### config.mk
export PLATFORM = sky130hd
export DESIGN_NAME = versatile_mem_ctrl_ddr_rd_align_flat
export DESIGN_NICKNAME = d
export VERILOG_FILES = /design/src/rtl/versatile_mem_ctrl_ddr_rd_align_pkg.sv /design/src/rtl/versatile_mem_ctrl_ddr_rd_align_if.sv /design/src/rtl/versatile_mem_ctrl_dly.sv /design/src/rtl/versatile_mem_ctrl_ddr_rd_align.sv /design/src/flat_wrapper.sv
export SDC_FILE = /design/constraint.sdc
export NUM_CORES = 1
export LEC_CHECK = 0
export BUFFER_PORTS_ARGS = -buffer_cell sky130_fd_sc_hd__buf_2
export CORE_AREA = 5 5 83 85
export CTS_BUF_LIST = sky130_fd_sc_hd__clkbuf_8
export DETAILED_ROUTE_END_ITERATION = 10
export DIE_AREA = 0 0 88 90
export GPL_ROUTABILITY_DRIVEN = 0
export MAX_ROUTING_LAYER = met4
export PLACE_DENSITY = 0.55
export SETUP_SLACK_MARGIN = 0.15
export SYNTH_ARGS = -nofsm -noshare
export SYNTH_HDL_FRONTEND = slang
export SYNTH_SLANG_ARGS = --single-unit
### constraint.sdc
create_clock -name clk_0 -period 1.8 [get_ports clk_0]
set_input_delay 0.36 -clock clk_0 [delete_from_list [all_inputs] [get_ports clk_0]]
set_output_delay 0.36 -clock clk_0 [all_outputs]
set_load 0.02 [all_outputs]
### src/rtl/versatile_mem_ctrl_ddr_rd_align_pkg.sv
// Shared controller constants for the DDR2 read path: burst-length encodings,
// default CAS latency and read tag width.
package versatile_mem_ctrl_ddr_rd_align_pkg;

  localparam int DAT_W     = 32;
  localparam int CL_DEF    = 3;
  localparam int TAG_W_DEF = 2;

  // DDR2 mode-register BL field values
  typedef enum logic [2:0] {
    BL_4 = 3'b010,
    BL_8 = 3'b011
  } bl_enc_e;

  // Two beats (rise + fall) are packed into one 32-bit word
  function automatic int bl_words(input int bl);
    return bl / 2;
  endfunction

endpackage

### src/rtl/versatile_mem_ctrl_ddr_rd_align_if.sv
// Read-return bus between the PHY capture side, the aligner and the Rx FIFO.
interface versatile_mem_ctrl_ddr_rd_align_if
  import versatile_mem_ctrl_ddr_rd_align_pkg::*;
#(
  parameter int TAG_W = TAG_W_DEF
);

  logic             rd_cmd_i;
  logic [TAG_W-1:0] rd_tag_i;
  logic [DAT_W-1:0] rx_dat_i;
  logic             fifo_full_i;
  logic             err_clr_i;
  logic [DAT_W-1:0] rd_dat_o;
  logic             rd_vld_o;
  logic             rd_last_o;
  logic [TAG_W-1:0] rd_tag_o;
  logic             rd_busy_o;
  logic             err_ovf_o;
  logic             err_coll_o;

  modport master (
    output rd_cmd_i, rd_tag_i, rx_dat_i, fifo_full_i, err_clr_i,
    input  rd_dat_o, rd_vld_o, rd_last_o, rd_tag_o, rd_busy_o, err_ovf_o, err_coll_o
  );

  modport slave (
    input  rd_cmd_i, rd_tag_i, rx_dat_i, fifo_full_i, err_clr_i,
    output rd_dat_o, rd_vld_o, rd_last_o, rd_tag_o, rd_busy_o, err_ovf_o, err_coll_o
  );

endinterface

### src/rtl/versatile_mem_ctrl_dly.sv
// Fixed-depth shift register with async clear; nz flags any non-zero stage so
// callers can tell whether anything is still in flight.
module versatile_mem_ctrl_dly #(
  parameter int DEPTH = 1,
  parameter int WIDTH = 1
) (
  input  logic             clk_0,
  input  logic             rst_n,
  input  logic [WIDTH-1:0] d,
  output logic [WIDTH-1:0] q,
  output logic             nz
);

  logic [DEPTH-1:0][WIDTH-1:0] stg;

  always_ff @(posedge clk_0 or negedge rst_n) begin
    if (!rst_n) begin
      stg <= '0;
    end else begin
      stg[0] <= d;
      for (int i = 1; i < DEPTH; i++) stg[i] <= stg[i-1];
    end
  end

  assign q  = stg[DEPTH-1];
  assign nz = |stg;

endmodule

### src/rtl/versatile_mem_ctrl_ddr_rd_align.sv
// DDR2 read-return aligner: follows each READ through the CAS pipe and frames
// captured words into tagged bursts for the Rx FIFO, with sticky error flags.
module versatile_mem_ctrl_ddr_rd_align
  import versatile_mem_ctrl_ddr_rd_align_pkg::*;
#(
  parameter int CL    = CL_DEF,
  parameter int BL    = 4,
  parameter int TAG_W = TAG_W_DEF
) (
  input  logic clk_0,
  input  logic rst_n,
  versatile_mem_ctrl_ddr_rd_align_if.slave bus
);

  localparam int BW    = bl_words(BL);
  localparam int CNT_W = $clog2(BW + 1);

  logic [TAG_W:0]   arr;
  logic             arr_vld;
  logic [TAG_W-1:0] arr_tag;
  logic             pipe_busy;

  // Tag is zeroed with no command so that nz reflects only in-flight READs
  versatile_mem_ctrl_dly #(
    .DEPTH(CL),
    .WIDTH(TAG_W + 1)
  ) u_dly (
    .clk_0(clk_0),
    .rst_n(rst_n),
    .d    ({bus.rd_cmd_i, bus.rd_cmd_i ? bus.rd_tag_i : {TAG_W{1'b0}}}),
    .q    (arr),
    .nz   (pipe_busy)
  );

  assign arr_vld = arr[TAG_W];
  assign arr_tag = arr[TAG_W-1:0];

  logic [CNT_W-1:0] cnt, cnt_nxt;
  logic [TAG_W-1:0] tag_q;
  logic [DAT_W-1:0] dat_q;
  logic             vld_q, last_q, ovf_q, coll_q;
  logic             beat, collide;

  assign beat    = arr_vld || (cnt > CNT_W'(1));
  assign collide = arr_vld && (cnt > CNT_W'(1));

  always_comb begin
    cnt_nxt = cnt;
    if (arr_vld)          cnt_nxt = CNT_W'(BW);
    else if (cnt != '0)   cnt_nxt = cnt - CNT_W'(1);
  end

  // A dropped word still consumes its beat so the burst framing stays intact
  always_ff @(posedge clk_0 or negedge rst_n) begin
    if (!rst_n) begin
      cnt    <= '0;
      tag_q  <= '0;
      dat_q  <= '0;
      vld_q  <= 1'b0;
      last_q <= 1'b0;
      ovf_q  <= 1'b0;
      coll_q <= 1'b0;
    end else begin
      cnt    <= cnt_nxt;
      if (arr_vld) tag_q <= arr_tag;
      if (beat)    dat_q <= bus.rx_dat_i;
      vld_q  <= beat && !bus.fifo_full_i;
      last_q <= beat && (cnt_nxt == CNT_W'(1));
      ovf_q  <= (ovf_q && !bus.err_clr_i) || (beat && bus.fifo_full_i);
      coll_q <= (coll_q && !bus.err_clr_i) || collide;
    end
  end

  assign bus.rd_dat_o   = dat_q;
  assign bus.rd_vld_o   = vld_q;
  assign bus.rd_last_o  = last_q;
  assign bus.rd_tag_o   = tag_q;
  assign bus.rd_busy_o  = pipe_busy || (cnt != '0);
  assign bus.err_ovf_o  = ovf_q;
  assign bus.err_coll_o = coll_q;

endmodule
### src/flat_wrapper.sv
// flat-port wrapper written by rule: the top's interface ports become plain ports
module versatile_mem_ctrl_ddr_rd_align_flat import versatile_mem_ctrl_ddr_rd_align_pkg::*;
#(
  parameter int CL    = CL_DEF,
  parameter int BL    = 4,
  parameter int TAG_W = TAG_W_DEF
)
  (clk_0, rst_n, bus_rd_cmd_i, bus_rd_tag_i, bus_rx_dat_i, bus_fifo_full_i, bus_err_clr_i, bus_rd_dat_o, bus_rd_vld_o, bus_rd_last_o, bus_rd_tag_o, bus_rd_busy_o, bus_err_ovf_o, bus_err_coll_o);
  versatile_mem_ctrl_ddr_rd_align_if #(.TAG_W(TAG_W)) bus_i ();
  input  logic clk_0;
  input  logic rst_n;
  input wire logic [$bits(bus_i.rd_cmd_i)-1:0] bus_rd_cmd_i;
  input wire logic [$bits(bus_i.rd_tag_i)-1:0] bus_rd_tag_i;
  input wire logic [$bits(bus_i.rx_dat_i)-1:0] bus_rx_dat_i;
  input wire logic [$bits(bus_i.fifo_full_i)-1:0] bus_fifo_full_i;
  input wire logic [$bits(bus_i.err_clr_i)-1:0] bus_err_clr_i;
  output wire logic [$bits(bus_i.rd_dat_o)-1:0] bus_rd_dat_o;
  output wire logic [$bits(bus_i.rd_vld_o)-1:0] bus_rd_vld_o;
  output wire logic [$bits(bus_i.rd_last_o)-1:0] bus_rd_last_o;
  output wire logic [$bits(bus_i.rd_tag_o)-1:0] bus_rd_tag_o;
  output wire logic [$bits(bus_i.rd_busy_o)-1:0] bus_rd_busy_o;
  output wire logic [$bits(bus_i.err_ovf_o)-1:0] bus_err_ovf_o;
  output wire logic [$bits(bus_i.err_coll_o)-1:0] bus_err_coll_o;
  assign bus_i.rd_cmd_i = bus_rd_cmd_i;
  assign bus_i.rd_tag_i = bus_rd_tag_i;
  assign bus_i.rx_dat_i = bus_rx_dat_i;
  assign bus_i.fifo_full_i = bus_fifo_full_i;
  assign bus_i.err_clr_i = bus_err_clr_i;
  assign bus_rd_dat_o = bus_i.rd_dat_o;
  assign bus_rd_vld_o = bus_i.rd_vld_o;
  assign bus_rd_last_o = bus_i.rd_last_o;
  assign bus_rd_tag_o = bus_i.rd_tag_o;
  assign bus_rd_busy_o = bus_i.rd_busy_o;
  assign bus_err_ovf_o = bus_i.err_ovf_o;
  assign bus_err_coll_o = bus_i.err_coll_o;
  versatile_mem_ctrl_ddr_rd_align #(.CL(CL), .BL(BL), .TAG_W(TAG_W)) u_core (.clk_0(clk_0), .rst_n(rst_n), .bus(bus_i));
endmodule
==> impl_metrics.csv, run 1 <==
group,metric,value,unit
outcome,status,"finished clean",
layout,syn_to_final_growth,34.00,%
min_path,min_path_type,"in2async",
global_route,antenna_found_initial,0,
logic_synthesis,synth-edff-count,0,
clock_tree,root_buffer,"clkbuf_8",
timing,period_share,0.9209,
critical_path,cp_cell_sequence,"nor4_2 > nand4_1 > buf_2",
flow_run,max_cap_viol_count,0,
logic_synthesis,yosysTopAreaCellShare,0.6970,
critical_path,arrival,1.30,ns
logic_synthesis,muxShareOfSynthArea,0.2219,
drt,drt_iter0_markers,3,
place,place_inst,257,
pwr,sequentialPowerShare,0.516,
timing,max_freq,0.6033,GHz
floorplan,core,6132,µm²
critical_path,worstPathRequired,1.44,ns
logic_synthesis,yosys_warnings,0,
critical_path,slowest_delay,0.39,ns
critical_path,cp-end-kind,"output pin",
drt,drt-total-wl,3.420,mm
drt,vias_per_cell,4.185,
clock_tree,insertion_delay,0.30,ns
place,pre_cts_ws,0.3862,ns
logic_synthesis,yosys.area_share.simple,0.03841,
layout,diodes,0,
timing,rsz0062_at_grt,"true",
timing,worstMarginPinSlew,0.5756,ns
clock_tree,cts.reportedPaths.clkPinSlew,0.09,ns
timing,finClkSkew,0.006177,ns
logic_synthesis,yosys.area.top_type,"dfrtp_1",
pwr,p_sw_frac,0.2472,
drt,drc,0,
layout,fin_cells,265,
pwr,power_density,1013,nW/µm²
logic_synthesis,synthAdderAreaFrac,0,
drt,first_pass_iters,2,
timing,setup_viol,0,
pwr,pwr-share-comb,0.148,
logic_synthesis,yosys-top-cells-count,"dfrtp_1 (49), mux2_2 (32), buf_6 (4), o21ai_0 (3)",
timing,finalSetupTns,0,ns
layout,post-route-util,0.3844,
drt,wl_per_cell,12.91,µm
floorplan,io_pins,78,
critical_path,criticalPathCategory,"reg2out",
drt,vias,1109,
logic_synthesis,ys_ff_latch,49,
pwr,leakagePower,1.142,nW
logic_synthesis,syn_avg_cell_area,16.92,µm²
drt,ant_nets,0,
logic_synthesis,synth_compound_area_frac,0.01280,
critical_path,cp_num_buf_inv,1,
logic_synthesis,synthCells,104,
logic_synthesis,synth_top_family_by_area,"multiplexers",
pwr,peakVddDrop,0.0004826,V
pwr,p_sw,0.5901,mW
timing,finalHoldViolCount,0,
clock_tree,cts_buffers,5,
global_route,grt_pass1_vias,1197,
critical_path,cp-start-kind,"flip-flop",
clock_tree,h-tree-depth,2,
floorplan,start_util,0.2869,
clock_tree,clock_sinks,49,
logic_synthesis,synthArstFlopShare,1.000,
logic_synthesis,synthXorXnorAreaFrac,0,
global_route,grt_use_total,0.09364,
logic_synthesis,yosysSeqAreaShare,0.6970,
floorplan,fp.dieW,88,µm
logic_synthesis,ys.flop_type,"dfrtp_1",
timing,post-route-min-period,1.658,ns
clock_tree,clock_path_buffers,2,
timing,slew_violations,0,
clock_tree,cts_setup_buffers,0,
logic_synthesis,netlist_top_cells_area,"dfrtp_1 (70%), mux2_2 (20%), buf_6 (2.6%)",
floorplan,num_rows,29,
timing,fin_ws,0.1424,ns
logic_synthesis,netlist_area,1759,µm²
critical_path,cp_top_family,"simple AND/OR/NAND/NOR gates",
place,numPortBuffers,77,
layout,drive_gt1_frac,0.6596,
global_route,grt_max_degree,27,
pwr,p_int,1.797,mW
critical_path,worstPathMaxFanout,2,
clock_tree,ctsHoldBuffers,0,
critical_path,cp_slowest_cell,"dfrtp_1",
clock_tree,cts_tree,"done",
global_route,grt_pass1_wl,5.637,mm
global_route,overflow,0,
logic_synthesis,synth_most_common_cell,"dfrtp_1",
pwr,p_clk_frac,0.336,
layout,fin_nets,226,
floorplan,die_area,7920,µm²
floorplan,die_h,90,µm
logic_synthesis,yosys.cell_types.count,15,
place,hpwl,2.637,mm
timing,relSlewSlack,0.6163,
logic_synthesis,synth_nets,143,
==> layout make-up <==
cell class                      instances  area (µm²)
Clock buffer                            6       82.58
Clock inverter                          2       37.54
Timing Repair Buffer                   80       420.4
Sequential cell                        49        1226
Tap cell                               77       96.34
Multi-Input combinational cell         49       486.7
Inverter                                2       7.507
Fill cell                             620        3775
==> per-stage QoR <==
step | power, mW | instance area (µm²) | hold slack [ns]
2_1_floorplan | 1.456 | 1759 | 0.06441
3_3_place_gp | 1.612 | 2231 | 0.3560
3_5_place_dp | 1.616 | 2231 | 0.3602
4_1_cts | 2.444 | 2357 | 0.06444
5_1_grt | 2.523 | 2357 | 0.08106
6_report | 2.387 | 2357 | 0.04856
==> metal layers <==
metal | global-route usage | wire length, µm | vias up
li1 | - | - | 521
met1 | 0.1150 | 1445 | 529
met2 | 0.1407 | 1571 | 54
met3 | 0.03656 | 366 | 5
met4 | 0.03069 | 37 | 0
met5 | - | 0 | -
==> sequential cells by signal, indices dropped and copies added (netlist names) <==
register,cells
u_core.cnt,2
u_core.bus.err_ovf_o,1
u_core.bus.rd_vld_o,1
u_core.bus.rd_dat_o,32
u_core.bus.rd_tag_o,2
u_core.bus.err_coll_o,1
u_core.u_dly.q,3
u_core.bus.rd_last_o,1
u_core.u_dly.stg,6
==> cell usage in the layout (no fill, tap or decap), types with 2 or more instances in the layout <==
cell type and count:
inv_1 2, nor2_1 2, and2_1 2, buf_2 77, clkbuf_8 6, dfrtp_1 49, o21ai_0 3, buf_4 2
mux2_2 32, mux2_4 2, nor3b_1 2
==> power groups by stage <==
stage | combinational (mW) | clock [mW] | sequential, mW
after floorplan | 0.113 | 0 | 1.34
after global placement | 0.360 | 0 | 1.25
after detailed placement | 0.363 | 0 | 1.25
after CTS | 0.364 | 0.847 | 1.23
after global routing | 0.385 | 0.895 | 1.24
final | 0.353 | 0.803 | 1.23
==> final timing paths <==
check | startpoint | to | slack (ns) | depth (start not counted)
worst min register to register | u_core.u_dly.stg[5] | u_core.u_dly.q[2] | 0.38 | 0
worst max register to register | u_core.u_dly.q[2] | u_core.bus.rd_dat_o[19] | 0.40 | 3
worst min-delay path | rst_n | u_core.u_dly.stg[3] | 0.05 | 1
min in group clk_0 | bus_rd_cmd_i | u_core.u_dly.stg[2] | 0.18 | 1
worst max-delay path | u_core.u_dly.stg[2] | bus_rd_busy_o | 0.14 | 3
max in group asynchronous | rst_n | u_core.bus.rd_dat_o[31] | 1.22 | 2
==> kinds of logic (layout without fill, tap and decap cells) <==
family | count (synthesis) | after routing
AO/OA/AOI/OAI | 4 | 4
flip-flops | 49 | 49
buffers and inverters | 6 | 90
AND/OR/NAND/NOR | 11 | 11
multiplexers | 34 | 34
==> what timing repair did <==
item | 4_1_cts | 5_1_grt
endpoints found under the hold margin | 0 | 0
endpoints found under the setup margin | 1 | 1
resized for setup | 1 | 0
pin swaps | 0 | 1
Note: power is estimated with default switching activity, not from simulation.
==> inputs of run 2 (changes only) <==
--- a/config.mk
+++ b/config.mk
@@ -6,14 +6,15 @@
 export NUM_CORES = 1
 export LEC_CHECK = 0
 export BUFFER_PORTS_ARGS = -buffer_cell sky130_fd_sc_hd__buf_2
-export CORE_AREA = 5 5 83 85
+export CORE_AREA = 5 5 84 86
 export CTS_BUF_LIST = sky130_fd_sc_hd__clkbuf_8
 export DETAILED_ROUTE_END_ITERATION = 10
-export DIE_AREA = 0 0 88 90
+export DIE_AREA = 0 0 89 91
 export GPL_ROUTABILITY_DRIVEN = 0
 export MAX_ROUTING_LAYER = met4
-export PLACE_DENSITY = 0.55
+export PLACE_DENSITY = 0.54
 export SETUP_SLACK_MARGIN = 0.15
 export SYNTH_ARGS = -nofsm -noshare
 export SYNTH_HDL_FRONTEND = slang
+export SYNTH_HIERARCHICAL = 1
 export SYNTH_SLANG_ARGS = --single-unit
==> run 2 against run 1 <==
Effect of this change: the run now ends with setup timing left; worst hold slack better by 0.14 ns; sequential cell count stayed put; synthesized area is 1.6% higher; clock skew is 0.0040 ns lower; critical path depth is 1 higher; core utilization is 0.45 points lower; sequential power hardly changed; critical path type unchanged; critical endpoint unchanged.
==> impl_metrics.csv, run 2 <==
group,metric,value,unit
logic_synthesis,ys_ff_latch,49,
critical_path,reg2reg_from,"u_core/u_dly/q[2]",
timing,period_share,1.054,
outcome,status,"finished with violations",
pwr,p_int,1.749,mW
drt,ant_nets,0,
pwr,power_density,991.0,nW/µm²
critical_path,cp-start-kind,"flip-flop",
global_route,grt_use_total,0.1002,
pwr,p_clk_frac,0.321,
clock_tree,clock_path_buffers,2,
place,hpwl,2.676,mm
logic_synthesis,yosysTopAreaCellShare,0.6863,
critical_path,rrSetupSlack,0.37,ns
logic_synthesis,netlist_area,1787,µm²
drt,vias_per_cell,4.180,
clock_tree,clock_sinks,49,
critical_path,cp_slowest_cell,"dfrtp_1",
clock_tree,cts_buffers,5,
global_route,grt_pass1_wl,6.016,mm
layout,final_common_cell,"buf_2",
min_path,min_path_cells,1,
layout,largest_reg_flops,32,
drt,drt-total-wl,3.613,mm
clock_tree,root_buffer,"clkbuf_8",
clock_tree,h-tree-depth,2,
logic_synthesis,yosys.area_share.simple,0.04062,
drt,wl_per_cell,13.53,µm
timing,max_freq,0.5272,GHz
layout,drive_gt1_frac,0.6526,
critical_path,reg2reg_to,"u_core/bus.rd_dat_o[23]",
floorplan,die_area,8099,µm²
critical_path,reg2regPathDepth,3,
logic_synthesis,synthArstFlopShare,1.000,
min_path,min_to,"u_core/u_dly/stg[2]",
timing,finClkSkew,0.002223,ns
logic_synthesis,synth_top_family_by_area,"multiplexers",
floorplan,die_h,91,µm
floorplan,io_pins,78,
layout,fillers,620,
logic_synthesis,netlist_top_cells_area,"dfrtp_1 (69%), mux2_2 (20%), buf_6 (2.5%)",
floorplan,start_util,0.2880,
place,numPortBuffers,77,
critical_path,arrival,1.54,ns
layout,fin_cells,267,
logic_synthesis,yosysSeqAreaShare,0.6863,
layout,layout_common_cells,"buf_2 (76), dfrtp_1 (49), mux2_2 (32), clkbuf_8 (5), buf_4 (4)",
logic_synthesis,syn_avg_cell_area,16.54,µm²
logic_synthesis,synth_nets,147,
min_path,hold_start,"bus_rd_cmd_i",
drt,drt_iter0_markers,46,
timing,post-route-min-period,1.897,ns
drt,drc,0,
drt,vias,1116,
pwr,leakagePower,1.147,nW
layout,syn_to_final_growth,31.93,%
global_route,grt_max_degree,21,
timing,setup_viol,1,
logic_synthesis,synthCells,108,
logic_synthesis,synth-edff-count,0,
logic_synthesis,yosys-top-cells-count,"dfrtp_1 (49), mux2_2 (32), buf_6 (4), buf_4 (3), o21ai_0 (3)",
layout,diodes,0,
timing,finalHoldViolCount,0,
pwr,peakVddDrop,0.0004441,V
logic_synthesis,yosys.cell_types.count,17,
clock_tree,cts_tree,"done",
critical_path,cp_cell_sequence,"nor4_2 > nand3_1 > or3_1 > buf_6",
pwr,p_sw_frac,0.2511,
place,pre_cts_ws,0.2046,ns
clock_tree,insertion_delay,0.29,ns
logic_synthesis,synthAdderAreaFrac,0,
min_path,min_path_type,"in2reg",
logic_synthesis,synth_most_common_cell,"dfrtp_1",
critical_path,cp-end-kind,"output pin",
layout,fin_nets,229,
drt,first_pass_iters,4,
logic_synthesis,ys.flop_type,"dfrtp_1",
timing,rsz0062_at_grt,"true",
pwr,sequentialPowerShare,0.527,
outcome,violations,"setup timing",
critical_path,worstPathRequired,1.44,ns
floorplan,num_rows,29,
logic_synthesis,yosys_warnings,6,
logic_synthesis,muxShareOfSynthArea,0.2185,
critical_path,slowest_delay,0.40,ns
global_route,antenna_found_initial,0,
pwr,pwr-share-comb,0.152,
logic_synthesis,yosys.area.top_type,"dfrtp_1",
timing,fin_ws,-0.09678,ns
flow_run,max_cap_viol_count,0,
logic_synthesis,synthXorXnorAreaFrac,0,
critical_path,worstPathMaxFanout,2,
timing,relSlewSlack,0.7239,
timing,worstMarginPinSlew,0.4141,ns
clock_tree,cts_setup_buffers,0,
timing,slew_violations,0,
floorplan,fp.dieW,89,µm
critical_path,criticalPathCategory,"reg2out",
global_route,grt_pass1_vias,1174,
clock_tree,cts.reportedPaths.clkPinSlew,0.08,ns
logic_synthesis,synth_compound_area_frac,0.01261,
place,place_inst,259,
floorplan,core,6205,µm²
pwr,p_sw,0.5865,mW
global_route,overflow,0,
[run 2: area by class of cell]
cell class / count / area, µm² / share of cell area
Sequential cell: 49 / 1226 / 0.5202
Multi-Input combinational cell: 50 / 491.7 / 0.2086
Timing Repair Buffer: 82 / 431.7 / 0.1831
Tap cell: 77 / 96.34 / 0.04087
Clock buffer: 5 / 68.82 / 0.02919
Clock inverter: 2 / 35.03 / 0.01486
Inverter: 2 / 7.507 / 0.003185
[run 2: worst max path at each step]
stage | from | to | slack, ns | depth (start not counted)
2_1_floorplan | u_core/u_dly/stg[3] | bus_rd_busy_o | 0.34 | 3
3_3_place_gp | u_core/u_dly/stg[3] | bus_rd_busy_o | 0.20 | 4
3_5_place_dp | u_core/u_dly/stg[3] | bus_rd_busy_o | 0.20 | 4
4_1_cts | u_core/u_dly/stg[3] | bus_rd_busy_o | -0.12 | 4
5_1_grt | u_core/u_dly/q[0] | bus_rd_busy_o | -0.24 | 4
6_report | u_core/u_dly/q[0] | bus_rd_busy_o | -0.1 | 4
[run 2: metrics by stage]
step                      area (µm²)  total power, mW  utilization  TNS (ns)  hold WS [ns]
final                           2357            2.336       0.3799  -0.09678        0.1884
after detailed placement        2231            1.615       0.3595         0        0.3213
after floorplan                 1787            1.460            -         0       0.06441
after CTS                       2351            2.387       0.3789   -0.1202        0.1743
after global routing            2357            2.486       0.3799   -0.2410        0.1720
after global placement          2231            1.608       0.3595         0        0.3235
[run 2: logic make-up after synthesis]
| family | Yosys count |
|---|---|
| flops | 49 |
| buf+inv | 9 |
| mux | 34 |
| compound gates | 4 |
| simple gates | 12 |
[run 2: repair_timing]
action                                  CTS  global route
gates resized for setup                   1             2
pin swaps                                 0             2
endpoints found under the hold margin    17             0
hold buffers                              1             0
endpoints found under the setup margin    1             1
[run 2: worst max-delay path, delay by kind of cell (launching register included)]
kind / cells / cell delay (ns)
buffers and inverters: 1 / 0.14
AND/OR/NAND/NOR: 3 / 0.71
flip-flops: 1 / 0.40
[run 2: power groups by stage]
stage / Sequential, mW / Combinational [mW] / Clock (mW)
6_report: 1.23 / 0.355 / 0.751
5_1_grt: 1.24 / 0.388 / 0.854
2_1_floorplan: 1.34 / 0.117 / 0
3_3_place_gp: 1.25 / 0.359 / 0
3_5_place_dp: 1.25 / 0.362 / 0
4_1_cts: 1.23 / 0.365 / 0.789
[run 2: layer usage]
metal,GRT usage,vias to the layer above,wire [µm]
met4,0.03350,0,27
met2,0.1504,51,1758
met3,0.03891,2,405
li1,-,529,-
met1,0.1234,534,1421
met5,-,-,0
==> inputs of run 3 (changes only) <==
--- a/config.mk
+++ b/config.mk
@@ -6,10 +6,10 @@
 export NUM_CORES = 1
 export LEC_CHECK = 0
 export BUFFER_PORTS_ARGS = -buffer_cell sky130_fd_sc_hd__buf_2
-export CORE_AREA = 5 5 84 86
+export CORE_AREA = 5 5 70 103
 export CTS_BUF_LIST = sky130_fd_sc_hd__clkbuf_8
 export DETAILED_ROUTE_END_ITERATION = 10
-export DIE_AREA = 0 0 89 91
+export DIE_AREA = 0 0 75 108
 export GPL_ROUTABILITY_DRIVEN = 0
 export MAX_ROUTING_LAYER = met4
 export PLACE_DENSITY = 0.54
==> run 3 against run 2 <==
Effect of this change: the run still ends with setup timing left; largest cell class unchanged; core utilization rose by 0.27 points; largest power group unchanged; clock skew grew 0.00081 ns; wire length is the same; worst hold slack lost 0.17 ns; critical path depth did not move; critical endpoint unchanged; global-route usage is 0.35 points lower; sequential power is essentially flat.
==> impl_metrics.csv, run 3 (synthesis results as in run 2) <==
group,metric,value,unit
outcome,status,"finished with violations",
outcome,violations,"setup timing",
clock_tree,clock_sinks,49,
floorplan,io_pins,78,
clock_tree,clock_path_buffers,2,
floorplan,start_util,0.2894,
drt,drc,0,
clock_tree,root_buffer,"clkbuf_8",
drt,top_layer_used,"met4",
floorplan,die_area,8100,µm²
drt,wl_met2,1.960,mm
floorplan,core,6175,µm²
critical_path,cp-start-kind,"flip-flop",
min_path,min_path_type,"in2async",
flow_run,max_cap_viol_count,0,
layout,fillers,628,
floorplan,die_h,108,µm
clock_tree,cts_buffers,5,
floorplan,num_rows,35,
layout,syn_to_final_growth,32.21,%
floorplan,fp.dieW,75,µm
timing,finalHoldViolCount,0,
place,post_dp_cell_area,2240,µm²
timing,rsz0062_at_grt,"true",
pwr,power_density,1009,nW/µm²
timing,slew_violations,0,
timing,post-route-min-period,1.875,ns
timing,worstMarginPinSlew,0.5004,ns
layout,drive_gt1_frac,0.6526,
place,numPortBuffers,77,
global_route,grt_use_total,0.09675,
pwr,leakagePower,1.153,nW
drt,first_pass_iters,2,
clock_tree,insertion_delay,0.29,ns
pwr,peakVddDrop,0.0004698,V
clock_tree,cts_tree,"done",
global_route,grt_max_degree,30,
global_route,overflow,0,
global_route,antenna_found_initial,0,
layout,layout_common_cells,"buf_2 (77), dfrtp_1 (49), mux2_2 (32), clkbuf_8 (6)",
critical_path,criticalPathCategory,"reg2out",
timing,fin_ws,-0.07533,ns
critical_path,worstPathRequired,1.44,ns
global_route,grt_pass1_wl,5.747,mm
timing,setup_viol,1,
drt,wl_met3,222,µm
critical_path,worstPathMaxFanout,2,
drt,drt_iter0_markers,32,
drt,vias,1123,
clock_tree,cts.reportedPaths.clkPinSlew,0.08,ns
timing,holdWs,0.02272,ns
drt,ant_nets,0,
critical_path,cp-end-kind,"output pin",
timing,finClkSkew,0.003029,ns
layout,largest_reg_flops,32,
layout,stdcell_area,2362,µm²
drt,vias_per_cell,4.254,
layout,diodes,0,
timing,relSlewSlack,0.6664,
place,hpwl,2.758,mm
clock_tree,h-tree-depth,2,
layout,final_common_cell,"buf_2",
critical_path,rrSetupSlack,0.37,ns
layout,fin_nets,228,
drt,drt-total-wl,3.613,mm
critical_path,arrival,1.52,ns
timing,max_freq,0.5332,GHz
drt,drt-met1-wl,1.347,mm
timing,period_share,1.042,
clock_tree,cts_setup_buffers,0,
drt,wl_per_cell,13.69,µm
global_route,grt_pass1_vias,1213,
-- run 3: cell types whose count changed in the layout (fill, tap and decap cells not counted), sizes merged --
| cell | delta |
|---|---|
| clkbuf | +1 |
| clkinv | -1 |
| inv | +1 |
| dlygate4sd3 | -1 |
-- run 3: path summary, 6_finish.rpt --
path | start | endpoint | depth (start not counted)
worst max-delay path | u_core/u_dly/stg[3] | bus_rd_busy_o | 4
worst max register to register | u_core/u_dly/q[2] | u_core/bus.rd_dat_o[4] | 4
worst min-delay path | rst_n | u_core/bus.rd_dat_o[14] | 1
max in group asynchronous | rst_n | u_core/u_dly/stg[1] | 2
worst min register to register | u_core/u_dly/stg[1] | u_core/u_dly/stg[4] | 0
min in group clk_0 | bus_rd_cmd_i | u_core/u_dly/stg[2] | 1
-- run 3: final cells by class --
class                      count  area (µm²)  share of cell area
multi-input combinational     50       491.7              0.2082
inverter                       2       7.507            0.003178
clock buffer                   6       82.58             0.03496
tap                           74       92.59             0.03919
timing repair buffer          81       427.9              0.1811
sequential                    49        1226              0.5191
clock inverter                 2       33.78             0.01430
-- run 3: power breakdown --
| part | switching [mW] | internal [mW] |
|---|---|---|
| Clock | 0.350 | 0.448 |
| Combinational | 0.197 | 0.160 |
| Sequential | 0.0426 | 1.19 |
-- run 3: worst max-delay path, stage by stage (launching register included) --
cell and delay [ns]:
dfrtp_1 0.40, nor4_2 0.26, nand3_1 0.09, or3_1 0.31, buf_2 0.17
-- run 3: routing by layer --
metal | GRT usage | vias up
li1 | - | 525
met1 | 0.1080 | 550
met2 | 0.1590 | 42
met3 | 0.02047 | 6
met4 | 0.04962 | 0
met5 | - | -
-- run 3: what timing repair did --
item	CTS	global route
resized for setup	0	1
pin swaps	0	1
endpoints found under the setup margin	1	1
hold buffers	0	0
-- run 3: metrics by stage --
step	setup WS, ns	util	power [mW]	TNS, ns	std cells
floorplan	0.3433	-	1.460	0	108
global placement	0.2162	0.3627	1.614	0	256
detailed placement	0.2245	0.3627	1.619	0	256
CTS	-0.1073	0.3816	2.428	-0.1073	264
global route	-0.1583	0.3826	2.510	-0.1583	264
finish	-0.07533	0.3826	2.383	-0.07533	264
